## config.mk

```make
export PLATFORM = sky130hd
export DESIGN_NAME = div_unit
export DESIGN_NICKNAME = d
export VERILOG_FILES = /design/src/rtl/div_unit.sv
export SDC_FILE = /design/constraint.sdc
export NUM_CORES = 1
export LEC_CHECK = 0
export BUFFER_PORTS_ARGS = -buffer_cell sky130_fd_sc_hd__buf_2
export CORE_MARGIN = 8
export CORE_UTILIZATION = 60
export DETAILED_ROUTE_END_ITERATION = 8
export PLACE_DENSITY = 0.82
export SYNTH_ARGS = -nofsm -noshare
export SYNTH_HDL_FRONTEND = slang
export SYNTH_SLANG_ARGS = --single-unit
```

## constraint.sdc

```tcl
create_clock -name clk -period 5.1 [get_ports clk]
set_clock_uncertainty 0.2 [all_clocks]
set_input_delay 0 -clock clk [delete_from_list [all_inputs] [get_ports clk]]
set_output_delay 0 -clock clk [all_outputs]
set_load 0.02 [all_outputs]
```

## src/rtl/div_unit.sv

```systemverilog
// ---------------------------------------------------------------------------
// div_unit -- multi-cycle 32-bit radix-2 restoring divider (DIV / DIVU)
//
// This divider sits in the execute stage. While a division is running it
// requests a pipeline stall. The pipeline controller's flush cancels it
// through annul_i. The 64-bit result is {remainder, quotient}, and the
// execute stage writes it to HI/LO.
//
// Ports:
//   clk           in   1  pipeline clock, rising edge
//   rst           in   1  asynchronous active-low reset
//   signed_div_i  in   1  1 = signed DIV, 0 = unsigned DIVU
//   opdata1_i     in  32  dividend, sampled when the division starts
//   opdata2_i     in  32  divisor, sampled when the division starts
//   start_i       in   1  request, held high until the result is consumed
//   annul_i       in   1  cancel an in-flight division (highest priority)
//   result_o      out 64  {remainder, quotient}, registered
//   ready_o       out  1  result valid, registered
//   stallreq_o    out  1  combinational stall request
//
// Configuration macro: DIV_ZERO_DETECT_EN
//   defined   : a zero divisor takes a 2-cycle shortcut and returns 64'h0
//   undefined : a zero divisor runs the full iteration and returns the raw
//               algorithm output after sign fixup
// ---------------------------------------------------------------------------
module div_unit (
  input  logic        clk,
  input  logic        rst,
  input  logic        signed_div_i,
  input  logic [31:0] opdata1_i,
  input  logic [31:0] opdata2_i,
  input  logic        start_i,
  input  logic        annul_i,
  output logic [63:0] result_o,
  output logic        ready_o,
  output logic        stallreq_o
);

  typedef enum logic [1:0] {
    DIV_FREE    = 2'd0,
`ifdef DIV_ZERO_DETECT_EN
    DIV_BY_ZERO = 2'd1,
`endif
    DIV_ON      = 2'd2,
    DIV_END     = 2'd3
  } div_state_t;

  div_state_t  r_state;
  logic [5:0]  r_cnt;
  logic [31:0] r_rem;       // upper partial remainder
  logic [31:0] r_quo;       // dividend bits shifting out, quotient bits shifting in
  logic [31:0] r_divisor;
  logic        r_neg_quo;
  logic        r_neg_rem;
  logic [63:0] r_result;
  logic        r_ready;

  div_state_t  w_state_next;
  logic [5:0]  w_cnt_next;
  logic [31:0] w_rem_next;
  logic [31:0] w_quo_next;
  logic [31:0] w_divisor_next;
  logic        w_neg_quo_next;
  logic        w_neg_rem_next;
  logic [63:0] w_result_next;
  logic        w_ready_next;

  logic [31:0] w_mag1;
  logic [31:0] w_mag2;
  logic [32:0] w_partial;
  logic        w_fits;
  logic [31:0] w_diff;
  logic [31:0] w_quo_fix;
  logic [31:0] w_rem_fix;

  // Operand magnitudes. The iteration always works on unsigned values.
  assign w_mag1 = (signed_div_i && opdata1_i[31]) ? (32'd0 - opdata1_i) : opdata1_i;
  assign w_mag2 = (signed_div_i && opdata2_i[31]) ? (32'd0 - opdata2_i) : opdata2_i;

  // Restoring step. Shift the next dividend bit into the 33-bit partial
  // remainder, then trial-subtract the divisor. When the trial is
  // non-negative, the true difference fits in 32 bits. This also holds for a
  // zero divisor, where the low 32 bits are exactly what should be kept.
  assign w_partial = {r_rem, r_quo[31]};
  assign w_fits    = (w_partial >= {1'b0, r_divisor});
  assign w_diff    = w_partial[31:0] - r_divisor;

  assign w_quo_fix = r_neg_quo ? (32'd0 - r_quo) : r_quo;
  assign w_rem_fix = r_neg_rem ? (32'd0 - r_rem) : r_rem;

  assign result_o   = r_result;
  assign ready_o    = r_ready;
  assign stallreq_o = start_i & ~r_ready & ~annul_i;

  always_ff @(posedge clk or negedge rst) begin
    if (!rst) begin
      r_state   <= DIV_FREE;
      r_cnt     <= 6'd0;
      r_rem     <= 32'd0;
      r_quo     <= 32'd0;
      r_divisor <= 32'd0;
      r_neg_quo <= 1'b0;
      r_neg_rem <= 1'b0;
      r_result  <= 64'd0;
      r_ready   <= 1'b0;
    end else begin
      r_state   <= w_state_next;
      r_cnt     <= w_cnt_next;
      r_rem     <= w_rem_next;
      r_quo     <= w_quo_next;
      r_divisor <= w_divisor_next;
      r_neg_quo <= w_neg_quo_next;
      r_neg_rem <= w_neg_rem_next;
      r_result  <= w_result_next;
      r_ready   <= w_ready_next;
    end
  end

  always_comb begin
    w_state_next   = r_state;
    w_cnt_next     = r_cnt;
    w_rem_next     = r_rem;
    w_quo_next     = r_quo;
    w_divisor_next = r_divisor;
    w_neg_quo_next = r_neg_quo;
    w_neg_rem_next = r_neg_rem;
    w_result_next  = r_result;
    w_ready_next   = r_ready;

    if (annul_i) begin
      // A flush wins over everything, including a start in DIV_FREE.
      w_state_next  = DIV_FREE;
      w_ready_next  = 1'b0;
      w_result_next = 64'd0;
    end else begin
      case (r_state)
        DIV_FREE: begin
          if (start_i) begin
            w_rem_next     = 32'd0;
            w_quo_next     = w_mag1;
            w_divisor_next = w_mag2;
            w_neg_quo_next = signed_div_i & (opdata1_i[31] ^ opdata2_i[31]);
            w_neg_rem_next = signed_div_i & opdata1_i[31];
            w_cnt_next     = 6'd0;
`ifdef DIV_ZERO_DETECT_EN
            w_state_next   = (opdata2_i == 32'd0) ? DIV_BY_ZERO : DIV_ON;
`else
            w_state_next   = DIV_ON;
`endif
          end
        end
`ifdef DIV_ZERO_DETECT_EN
        DIV_BY_ZERO: begin
          w_state_next  = DIV_END;
          w_result_next = 64'd0;
          w_ready_next  = 1'b1;
        end
`endif
        DIV_ON: begin
          if (r_cnt != 6'd32) begin
            w_rem_next = w_fits ? w_diff : w_partial[31:0];
            w_quo_next = {r_quo[30:0], w_fits};
            w_cnt_next = r_cnt + 6'd1;
          end else begin
            w_result_next = {w_rem_fix, w_quo_fix};
            w_ready_next  = 1'b1;
            w_state_next  = DIV_END;
          end
        end
        DIV_END: begin
          // Hold the result until the execute stage drops its request.
          if (!start_i) begin
            w_state_next  = DIV_FREE;
            w_ready_next  = 1'b0;
            w_result_next = 64'd0;
          end
        end
        default: begin
          w_state_next = DIV_FREE;
        end
      endcase
    end
  end

endmodule

```

## Yosys cells after proc, flatten, opt, wreduce, memory -nomap -nowiden

Index checks and enable logic that the tools add are counted.

| word-level totals | value |
|---|---|
| register bits after elaboration | 171 |
| input bits | 69 |
| output and inout port bits | 66 |
| word-level logic and storage cells | 67 |

| cells by class | value |
|---|---|
| add/sub/neg operators | 6 |
| $lt $le $gt $ge | 1 |
| eq/ne operators | 8 |
| muxes and demuxes | 27 |
| bitwise operators | 7 |
| reductions and logical operators | 9 |

Operators with widths:

| kind | number |
|---|---|
| $mux 32 | 9 |
| $mux 64 | 3 |
| $pmux 32 s2 | 2 |
| $pmux 64 s2 | 1 |
| $sub 1x32->32 const A | 4 |
| $ge 33x32->1 | 1 |
| $sub 32x32->32 | 1 |
| $mux 6 | 2 |
| $pmux 6 s2 | 1 |
| $ne 3x3->1 const B | 3 |
| $reduce_and 3->1 | 3 |
| $mux 2 | 4 |
| $add 6x1->6 const B | 1 |
| $ne 6x6->1 const B | 1 |
| $pmux 2 s3 | 1 |
| $and 1x1->1 | 4 |
| $eq 2x2->1 const B | 2 |
| $ne 2x2->1 const B | 2 |
| $reduce_and 4->1 | 1 |
| $mux 1 | 3 |
| $reduce_bool 3->1 | 1 |
| $logic_and 1x1->1 | 2 |
| $logic_not 2->1 | 1 |
| $not 1->1 | 2 |
| other kinds (3) | 3 |

## Longest topological paths before layout

| logic depth | value |
|---|---|
| depth after elaboration | 5 |
| mapped depth | 14 |
| depth with buffers taken out | 13 |

## Least setup slack after synthesis

Ideal clock, no wire load.

| path | value |
|---|---|
| path kind | register -> register |
| start point | register r_rem[19] |
| end point | register r_rem[14] |
| setup time | 0.133 ns |
| data arrival time | 2.960 ns |
| data required time | 4.767 ns |
| setup slack | 1.807 ns |
| cell stages (with the launch flop) | 12 |
| path buffers | 3 |
| clock period less this slack | 3.293 ns |
| cell sequence | dfrtp_1 ha_1 clkbuf_1 a21oi_1 o21ai_0 or3_1 o21ai_0 o31a_1 clkbuf_1 buf_1 mux2i_1 o21ai_0 |

| between the ends | value |
|---|---|
| cells in the longest elaborated chain, start to end | 4 |

Ends and longest elaborated chain:

| item | line | text |
|---|---|---|
| start, declared | 50 | `logic [31:0] r_rem;` |
| start signal, assigned | 109 | `r_rem <= w_rem_next;` |
| $ge 33x32->1 | 85 | `assign w_fits = (w_partial >= {1'b0, r_divisor});` |
| $mux 32 | 161 | `w_rem_next = w_fits ? w_diff : w_partial[31:0];` |
| $mux 32 | 160 | `if (r_cnt != 6'd32) begin` |
| $pmux 32 s2 | 136 | `case (r_state)` |

No other way between the ends. The select of a mux whose other input is x is not followed.
A chain may end at the register's enable or synchronous reset.

## Final worst setup path

| path | value |
|---|---|
| start point | input opdata1_i[8] |
| end point | register r_quo[29] |

| between the ends | value |
|---|---|
| cells in the longest elaborated chain, start to end | 4 |

Ends and longest elaborated chain:

| item | line | text |
|---|---|---|
| start, declared | 30 | `input logic [31:0] opdata1_i,` |
| $sub 1x32->32 | 77 | `assign w_mag1 = (signed_div_i && opdata1_i[31]) ? (32'd0 - opdata1_i) : opdata1_i;` |
| $mux 32 | 77 |  |
| $mux 32 | 138 | `if (start_i) begin` |
| $pmux 32 s2 | 136 |  |
| end signal, assigned | 110 | `r_quo <= w_quo_next;` |
| end, declared | 51 | `logic [31:0] r_quo;` |

No other way between the ends. The select of a mux whose other input is x is not followed.

==> reports/qor.csv <==
metric,value,unit
pre-CTS WS,1.48,ns
CTS tree,done,
Netlist cell types,60,
reg2reg setup slack,1.46,ns
H-Tree Depth,4,
Total Power,4.51,mW
sw frac,0.370,
Die Wd,152,µm
CP max FO,5,
worst vdd ir,0.269,mV
Slew @ Worst Pin,0.999,ns
worst path arrival time,3.93,ns
fmax,263,MHz
"Min Clock Period, post-route",3.80,ns
final non-filler cell total,1788,
P_sw,1.67,mW
internal power,2.84,mW
Vias,10600,
DRC viols,0,
Initial Util,0.605,
Sequential Power Share,0.373,
DR iter-0 viols,1139,
Global Route Usage Sum,0.271,
io pins,135,
vias in the first global route,10200,
Final Max Tran Viols,0,
mean post-synth cell area,8.25,µm²
ANT nets after route,0,
grt met1 use,0.392,
busiest grt layer,met2,
met2 Use GR,0.399,
DR pass1 iterations,5,
die height,152,µm
Clock transition at path regs,0.07,ns
HPWL Detailed,21800,µm
Cell Rows,50,
Leakage Power,6.33,nW
"Net Count, Synth",1461,
Post-synth EDFFs,0,
total grt overflow,0,
"Largest delay share family, worst path",simple AND/OR/NAND/NOR gates,
Sink Count,171,
Nets,1646,
met3 global-route usage,0.0488,
design area,0.0135,mm²
Area after DPL,0.0119,mm²
critical path class,in2reg,
clk_lat worst skew,0.44,ns
layout cells sized above 1,0.128,
max incr delay on CP,0.58,ns
Root Driver,clkbuf_16,
Mapped Area,0.0112,mm²
final setup TNS,0,ns
antenna violations before repair,3,
largest net degree at the start of global routing,107,
RD Place Congestion,0.939,
Crit-path slowest cell,or4_1,
Critical Path End Type,flop,
dpl cells,1651,
Final Hold Viols,0,
worst hold path type,in2reg,
Synth warnings,0,
Setup Viol. Count Final,0,
Core Region,0.0185,mm²
slew margin rel.,0.332,
final core utilization,0.734,
"Seq/Total Area, Yosys",0.384,
Gate power share,0.337,
required time of the critical path,5.23,ns
async set or reset register ratio after synthesis,1.00,
Power per Cell Area,333,mW/mm²
worst hold slack,0.213,ns
drt wl/cell,17.6,µm
outcome,finished clean,
Buffers on Ports,134,
CP startpoint kind,input pin,
Yosys reg bits,171,
"Primary FF master, synth",dfrtp_1,
RSZ-0062 raised after global routing,no,
CTS buffer count,17,
Gate Count Post-Synth,1353,
crit path cell chain,"dlygate4sd3_1, buf_2, or4_1, or3_1, or4_1, nor2_2, nand3_1, o41ai_2, xnor2_1, dlygate4sd3_1, a221o_1",
PnR worst setup slack,1.30,ns
clk buf depth,2,
Avg Vias per Cell,5.95,
Max Cap Viol,0,
area delta synth->final,21.4,%
crit path buf inv count,3,
global-route wire length before repair,52000,µm
Die ar.,0.0232,mm²
fin crit share,0.745,
drt total wl,31500,µm
Clk pwr share,0.289,
-- path summary, 6_finish.rpt --
path,endpoint,depth (start not counted),start
hold / removal,r_divisor[0],4,opdata2_i[0]
min in group asynchronous,r_divisor[27],4,rst
setup / recovery,r_quo[29],11,opdata1_i[8]
max in group asynchronous,result_o[20],4,rst
setup reg to reg,r_rem[23],9,r_rem[15]
hold reg to reg,result_o[56],2,result_o[56]
-- tightest hold or removal path, stage by stage --
cell and delay [ns]:
dlygate4sd3_1 0.53, buf_2 0.13, inv_1 0.07, o21ai_0 0.08
-- power groups by stage --
stage                     clock [mW]  combinational [mW]  sequential (mW)
final                           1.30                1.52             1.68
after global routing            1.36                1.68             1.70
after CTS                       1.31                1.49             1.67
after detailed placement           0                1.40             1.70
after global placement             0                1.39             1.69
after floorplan                    0                1.07             1.62
-- final cells by class --
cell class,count,area [µm²]
inverter,52,195
timing repair buffer,246,1780
tap,234,293
clock inverter,15,161
sequential,171,4280
fill,1354,4910
clock buffer,17,425
multi-input combinational,1050,6400
antenna,3,7.51
-- per-layer routing --
layer,vias up,part of all wire
met5,-,0
met2,470,0.44
met1,4979,0.46
met4,0,0.023
li1,5136,-
met3,56,0.079
-- cell families (layout without fill, tap and decap cells) --
group	Yosys count	in the layout	share of synthesized area
buffers and inverters	132	330	0.0444
AO/OA/AOI/OAI	424	424	0.226
flip-flops	171	171	0.384
AND/OR/NAND/NOR	430	430	0.177
multiplexers	11	11	0.00987
other	0	3	0
XOR/XNOR	146	146	0.115
adder cells (fa/ha/maj)	39	39	0.0444
-- state kept, by name, summed over array words and instances (netlist names) --
register / cells
r_quo: 32
r_divisor: 32
r_rem: 32
ready_o: 1
r_cnt: 6
r_neg_rem: 1
r_neg_quo: 1
result_o: 64
r_state: 2
-- synth_stat cells (11+ instances only) --
cell | n | area, µm²
a21o_1 | 17 | 128
a21oi_1 | 90 | 450
a32oi_1 | 12 | 105
clkbuf_1 | 74 | 278
dfrtp_1 | 171 | 4280
ha_1 | 38 | 475
inv_1 | 52 | 195
mux2i_1 | 11 | 110
nand2_1 | 225 | 845
nand3_1 | 19 | 95.1
nor2_1 | 73 | 274
nor4_1 | 15 | 93.8
o21ai_0 | 217 | 1090
o31ai_1 | 26 | 195
o41ai_1 | 16 | 140
or3_1 | 13 | 81.3
or4_1 | 15 | 113
xnor2_1 | 48 | 420
xor2_1 | 98 | 858
-- placed cells by master, fill, tap and decap left out, drive strengths merged, types with 11 or more instances in the layout --
cell type	instances
o21ai	218
clkbuf	17
ha	38
o41ai	18
buf	145
inv	57
a21o	17
dfrtp	171
nand3	19
or3	17
mux2i	11
a21oi	90
nand2	225
dlygate4sd3	101
xnor2	48
xor2	98
or4	17
nor2	74
nor4	16
o31ai	26
a32oi	12
-- what timing repair did --
action	4_1_cts	5_1_grt
buffers inserted	0	0
hold endpoints to repair	261	0
gates resized for setup	0	0
hold buffers	102	0
setup endpoints to repair	0	0
Note: power is estimated with default switching activity, not from simulation.
